--- src/rtl/climate_level_controller.sv ---
// Ventilation level controller: snapshots the configuration limits, then maps
// sensor samples to a confirmed level (0..4) and a humidity alert with hysteresis.
module climate_level_controller #(
  parameter logic [15:0] HIST       = 16'd20,
  parameter logic [15:0] HIST_UM    = 16'd50,
  parameter int          N_CONFIRMA = 3
) (
  input  logic        clock,
  input  logic        reset,
  input  logic        pronto_config,
  input  logic [15:0] temp_lim1_in,
  input  logic [15:0] temp_lim2_in,
  input  logic [15:0] temp_lim3_in,
  input  logic [15:0] temp_lim4_in,
  input  logic [15:0] umidade_lim_in,
  input  logic        medida_valida,
  input  logic [15:0] temperatura,
  input  logic [15:0] umidade,
  output logic [2:0]  nivel,
  output logic        alerta_umidade,
  output logic        erro_limites,
  output logic [2:0]  db_estado
);

  localparam logic [2:0] ESPERA_CONFIG = 3'd0;
  localparam logic [2:0] CARREGA       = 3'd1;
  localparam logic [2:0] OCIOSO        = 3'd2;
  localparam logic [2:0] AVALIA        = 3'd3;
  localparam logic [2:0] APLICA        = 3'd4;

  localparam logic [3:0] N_CFG = 4'(N_CONFIRMA);

  logic [2:0]  state_q, state_d;
  logic        pronto_q;
  logic [15:0] lim_q [4];
  logic [15:0] lim_d [4];
  logic [15:0] umid_lim_q, umid_lim_d;
  logic [15:0] temp_q, temp_d;
  logic [15:0] umid_q, umid_d;
  logic [2:0]  nivel_q, nivel_d;
  logic [2:0]  cand_q, cand_d;
  logic [3:0]  cnt_q, cnt_d;
  logic        alerta_q, alerta_d;
  logic        erro_q, erro_d;

  logic        cfg_rise;
  logic        lims_ok;
  logic [16:0] temp_hist;
  logic [16:0] umid_hist;
  logic [2:0]  raw_lvl, down_lvl, cand_lvl;
  logic [3:0]  cnt_inc;

  assign cfg_rise  = pronto_config & ~pronto_q;
  assign lims_ok   = (temp_lim1_in < temp_lim2_in) && (temp_lim2_in < temp_lim3_in) &&
                     (temp_lim3_in < temp_lim4_in);
  assign temp_hist = {1'b0, temp_q} + {1'b0, HIST};
  assign umid_hist = {1'b0, umid_q} + {1'b0, HIST_UM};

  // Step up on raw thresholds, step down only once the hysteresis band is cleared.
  always_comb begin
    raw_lvl  = 3'd0;
    down_lvl = 3'd0;
    for (int k = 0; k < 4; k++) begin
      raw_lvl  = raw_lvl  + {2'b00, (temp_q >= lim_q[k])};
      down_lvl = down_lvl + {2'b00, (temp_hist >= {1'b0, lim_q[k]})};
    end
    if (raw_lvl > nivel_q)
      cand_lvl = raw_lvl;
    else if (down_lvl < nivel_q)
      cand_lvl = down_lvl;
    else
      cand_lvl = nivel_q;
  end

  assign cnt_inc = (cnt_q >= N_CFG) ? N_CFG : cnt_q + 4'd1;

  always_comb begin
    state_d    = state_q;
    lim_d      = lim_q;
    umid_lim_d = umid_lim_q;
    temp_d     = temp_q;
    umid_d     = umid_q;
    nivel_d    = nivel_q;
    cand_d     = cand_q;
    cnt_d      = cnt_q;
    alerta_d   = alerta_q;
    erro_d     = erro_q;

    if (cfg_rise && state_q != CARREGA) begin
      state_d = CARREGA;
    end else begin
      case (state_q)
        CARREGA: begin
          lim_d[0]   = temp_lim1_in;
          lim_d[1]   = temp_lim2_in;
          lim_d[2]   = temp_lim3_in;
          lim_d[3]   = temp_lim4_in;
          umid_lim_d = umidade_lim_in;
          if (lims_ok) begin
            erro_d  = 1'b0;
            cnt_d   = 4'd0;
            state_d = OCIOSO;
          end else begin
            erro_d   = 1'b1;
            nivel_d  = 3'd0;
            alerta_d = 1'b0;
            state_d  = ESPERA_CONFIG;
          end
        end
        OCIOSO: begin
          if (medida_valida) begin
            temp_d  = temperatura;
            umid_d  = umidade;
            state_d = AVALIA;
          end
        end
        AVALIA: begin
          if (umid_q > umid_lim_q)
            alerta_d = 1'b1;
          else if (umid_hist <= {1'b0, umid_lim_q})
            alerta_d = 1'b0;

          state_d = OCIOSO;
          if (cand_lvl == nivel_q) begin
            cnt_d = 4'd0;
          end else if (cand_lvl == cand_q) begin
            cnt_d = cnt_inc;
            if (cnt_inc == N_CFG) state_d = APLICA;
          end else begin
            cand_d = cand_lvl;
            cnt_d  = 4'd1;
            if (N_CFG == 4'd1) state_d = APLICA;
          end
        end
        APLICA: begin
          nivel_d = cand_q;
          cnt_d   = 4'd0;
          state_d = OCIOSO;
        end
        ESPERA_CONFIG: ;
        default: state_d = ESPERA_CONFIG;
      endcase
    end
  end

  always_ff @(posedge clock or posedge reset) begin
    if (reset) begin
      state_q    <= ESPERA_CONFIG;
      pronto_q   <= 1'b0;
      for (int k = 0; k < 4; k++) lim_q[k] <= 16'd0;
      umid_lim_q <= 16'd0;
      temp_q     <= 16'd0;
      umid_q     <= 16'd0;
      nivel_q    <= 3'd0;
      cand_q     <= 3'd0;
      cnt_q      <= 4'd0;
      alerta_q   <= 1'b0;
      erro_q     <= 1'b0;
    end else begin
      state_q    <= state_d;
      pronto_q   <= pronto_config;
      lim_q      <= lim_d;
      umid_lim_q <= umid_lim_d;
      temp_q     <= temp_d;
      umid_q     <= umid_d;
      nivel_q    <= nivel_d;
      cand_q     <= cand_d;
      cnt_q      <= cnt_d;
      alerta_q   <= alerta_d;
      erro_q     <= erro_d;
    end
  end

  assign nivel          = nivel_q;
  assign alerta_umidade = alerta_q;
  assign erro_limites   = erro_q;
  assign db_estado      = state_q;

endmodule

--- config.mk ---
export PLATFORM = sky130hd
export DESIGN_NAME = climate_level_controller
export DESIGN_NICKNAME = d
export VERILOG_FILES = /design/src/rtl/climate_level_controller.sv
export SDC_FILE = /design/constraint.sdc
export NUM_CORES = 1
export LEC_CHECK = 0
export BUFFER_PORTS_ARGS = -buffer_cell sky130_fd_sc_hd__buf_2
export CORE_ASPECT_RATIO = 0.6
export CORE_MARGIN = 5
export CORE_UTILIZATION = 55
export CTS_BUF_LIST = sky130_fd_sc_hd__clkbuf_2 sky130_fd_sc_hd__clkbuf_4 sky130_fd_sc_hd__clkbuf_8
export CTS_CLUSTER_SIZE = 30
export DETAILED_ROUTE_END_ITERATION = 8
export GPL_TIMING_DRIVEN = 0
export PLACE_DENSITY = 0.87
export SLEW_MARGIN = 20
export SYNTH_ARGS = -nofsm -noshare
export SYNTH_HDL_FRONTEND = slang
export SYNTH_SLANG_ARGS = --single-unit
--- constraint.sdc ---
create_clock -name clock -period 4.7 [get_ports clock]
set_input_delay 0.235 -clock clock [delete_from_list [all_inputs] [get_ports clock]]
set_output_delay 0.235 -clock clock [all_outputs]
set_load 0.1 [all_outputs]
==> impl_metrics.toml <==
[logic_synthesis]
synth_ff_type = "dfrtp_1"
async_flop_share_pct = 100.0
synth-edff-count = 0
synth_area_leader_cell = "dfrtp_1"
ys_seq_elements = 128
syn_area_per_cell_um2 = 9.020
synth.distinct_cells = 62
yosys_warnings = 0
post_synth_inst_count = 1141
netlist_area_um2 = 10290
synthTopCellsByArea = "dfrtp_1 (31%), ha_1 (25%), inv_1 (5.2%), nand2_1 (4.7%), a21o_1 (3.4%)"
synth.top_cell.area_share_pct = 31.12
synth_fp_nets = 1468
seq_area_frac_synth_pct = 31.12

[routing]
route.detailed.drc = 0
via_per_inst = 6.338
via_count = 10242
drt-pass1-iter-count = 9
ant_nets = 0
drt-initial-drc-count = 1198
wl_per_cell_um = 22.59
wirelength_mm = 36.51

[layout]
multi_input_area_um2 = 7049
fin_cells = 1616
mostFrequentLayoutCell = "ha_1"
seqCellArea_um2 = 3216
final_cell_mix = "ha_1 (197), inv_1 (140), nand2_1 (127)"
nets = 1690
syn2layout_area_growth_pct = 25.39
drive_gt1_share_pct = 22.75
insertedDiodeCount = 0
nFillCells = 1288

[clock_tree]
path_clk_slew_ns = 0.10
cts_max_path_buffers = 2
cts_tree = "done"
cts_max_level = 4
cts_made_buffers = 17
cts.sink_count = 128
clock_latency_ns = 0.47
clockRootBuffer = "clkbuf_8"

[setup_path]
start_kind = "register"
cp_num_buf_inv = 3
required_ns = 5.05
critPathSlowestCell = "xnor2_1"
cp_data_arrival_time_ns = 6.06
r2r_slack_ns = -1.00
crit_chain = "buf_4 -> xnor2_1 -> ha_1 -> a21oi_1 -> a21boi_1 -> o311a_1 -> o41ai_4 -> fa_1 -> inv_1 -> ha_2 -> ha_4 -> ha_4 -> o21ai_2 -> a21oi_2 -> o21ai_2 -> a21o_1 -> a2111oi_4 -> buf_4 -> nor4_2 -> o31ai_1"
worst_path_largest_cell_delay_ns = 0.78
critPathKind = "register to register"
critical-path-top-delay-family = "compound AO/OA/AOI/OAI gates"
end_kind = "register"
path_max_fanout = 7

[timing]
fin_ws_ns = -1.003
whs_ns = -0.01094
maxSlewViolCount = 0
hold_viol = 3
min_period_ns = 5.703
finClkSkew_ns = 0.01636
period_share_pct = 121.3
finalSetupViolCount = 7
rsz0062_at_grt = "yes"
tightest_slew_ns = 0.9575
fmax_mhz = 175.3
relSlewSlack_pct = 35.71

[grt]
grt_pass1_vias = 9656
antenna_found_initial = 1
grt_overflow = 0
grt_usage_pct = 31.06
grt_max_degree = 78
grt_pass1_wl_mm = 52.72

[outcome]
outcome = "complete, but fails checks"
violations = "hold timing, setup timing"

[min_path]
hold_path.class = "input pin to register"

[floorplanning]
coreArea_um2 = 18210
die_area_um2 = 21640
num_rows = 38
die_w_um = 186.6
start_util_pct = 56.52
die_h_um = 116.0
ios = 124

[run]
max_cap_viol_count = 0

[placement]
gp_congestion = 0.9424
place_inst = 1505
pre_cts_slack_ns = -0.9754
port_buffers = 123
dp_hpwl_mm = 24.87
## layout make-up
| cell class | count | area share, % |
|---|---|---|
| Inverter | 144 | 4.275 |
| Clock buffer | 17 | 1.813 |
| Buffer | 21 | 0.6205 |
| Sequential cell | 128 | 24.92 |
| Clock inverter | 15 | 1.057 |
| Multi-Input combinational cell | 848 | 54.62 |
| Tap cell | 240 | 2.327 |
| Timing Repair Buffer | 203 | 10.37 |
## worst reg2reg max path, cell delays in order, from the launching register on
cell	delay, ns
dfrtp_2	0.46
buf_4	0.21
xnor2_1	0.79
ha_1	0.43
a21oi_1	0.23
a21boi_1	0.12
o311a_1	0.38
o41ai_4	0.26
fa_1	0.46
inv_1	0.09
ha_2	0.19
ha_4	0.21
ha_4	0.29
o21ai_2	0.06
a21oi_2	0.15
o21ai_2	0.10
a21o_1	0.21
a2111oi_4	0.48
buf_4	0.19
nor4_2	0.04
o31ai_1	0.26
## routing by layer
layer | up-vias | wire, µm | GRT usage (%)
met5 | - | 13 | 0
met4 | 2 | 1692 | 9.122
met3 | 196 | 4982 | 9.964
met2 | 739 | 14610 | 44.62
met1 | 4825 | 15210 | 45.01
li1 | 4480 | - | -
## worst paths after layout
path,from,to,cells past startpoint
max,temp_q[5],db_estado[1],20
max in group asynchronous,reset,lim_q[55],4
max reg2reg,temp_q[5],db_estado[1],20
min reg2reg,lim_q[32],lim_q[32],2
min,temp_lim4_in[10],lim_q[10],3
min in group asynchronous,reset,nivel[2],3
## sequential cells by signal (all words and copies together), names as in the netlist
name	count
pronto_q	1
erro_limites	1
cand_q	3
temp_q	16
nivel	3
lim_q	64
umid_q	16
alerta_umidade	1
db_estado	3
umid_lim_q	16
cnt_q	4
## kinds of logic after synthesis
kind of cell	share of synthesized area, %
and+or+nand+nor	13.09
AOI/OAI and AO/OA	18.27
xor gates and xnor gates	2.298
adders and majority gates	25.80
buffers and inverters	6.030
muxes	3.392
DFF	31.12
## per-stage QoR
step | instance area [µm²] | setup TNS (ns) | util, % | hold slack (ns)
after CTS | 12450 | -3.035 | 68.36 | 0.001108
final | 12910 | -6.358 | 70.87 | -0.01094
after global routing | 12910 | -6.373 | 70.87 | -0.003165
after floorplan | 10420 | -0.4838 | - | 0.2664
after global placement | 11340 | -65.97 | 62.27 | 0.3565
after detailed placement | 11370 | -6.146 | 62.46 | 0.2707
## synth_stat cells (3+ instances only)
master and count:
a211o_1 7, a211oi_1 10, a21o_1 46, a21oi_1 58
a31oi_1 6, and3_1 11, clkbuf_1 19, dfrtp_1 128
ha_1 209, inv_1 143, mux2_2 25, mux2i_1 3
nand2_1 130, nand2b_1 12, nand3_1 17, nand4_1 32
nor2_1 36, nor2b_1 12, nor3_1 7, nor4_1 7
o2111ai_1 3, o211ai_1 5, o21a_1 16, o21ai_0 59
o21ai_1 53, o21bai_1 6, o22ai_1 7, o31ai_1 6
xnor2_1 18, xor2_1 9
## repair_timing
action / CTS / global route
hold endpoints to repair: 70 / 10
resized for setup: 37 / 35
endpoints found under the setup margin: 7 / 7
setup buffers: 37 / 13
hold buffers: 20 / 10
pin swaps: 19 / 25
Power is not shown: default switching activity piles up to over one toggle a cycle in this logic, so the estimate is an artifact.
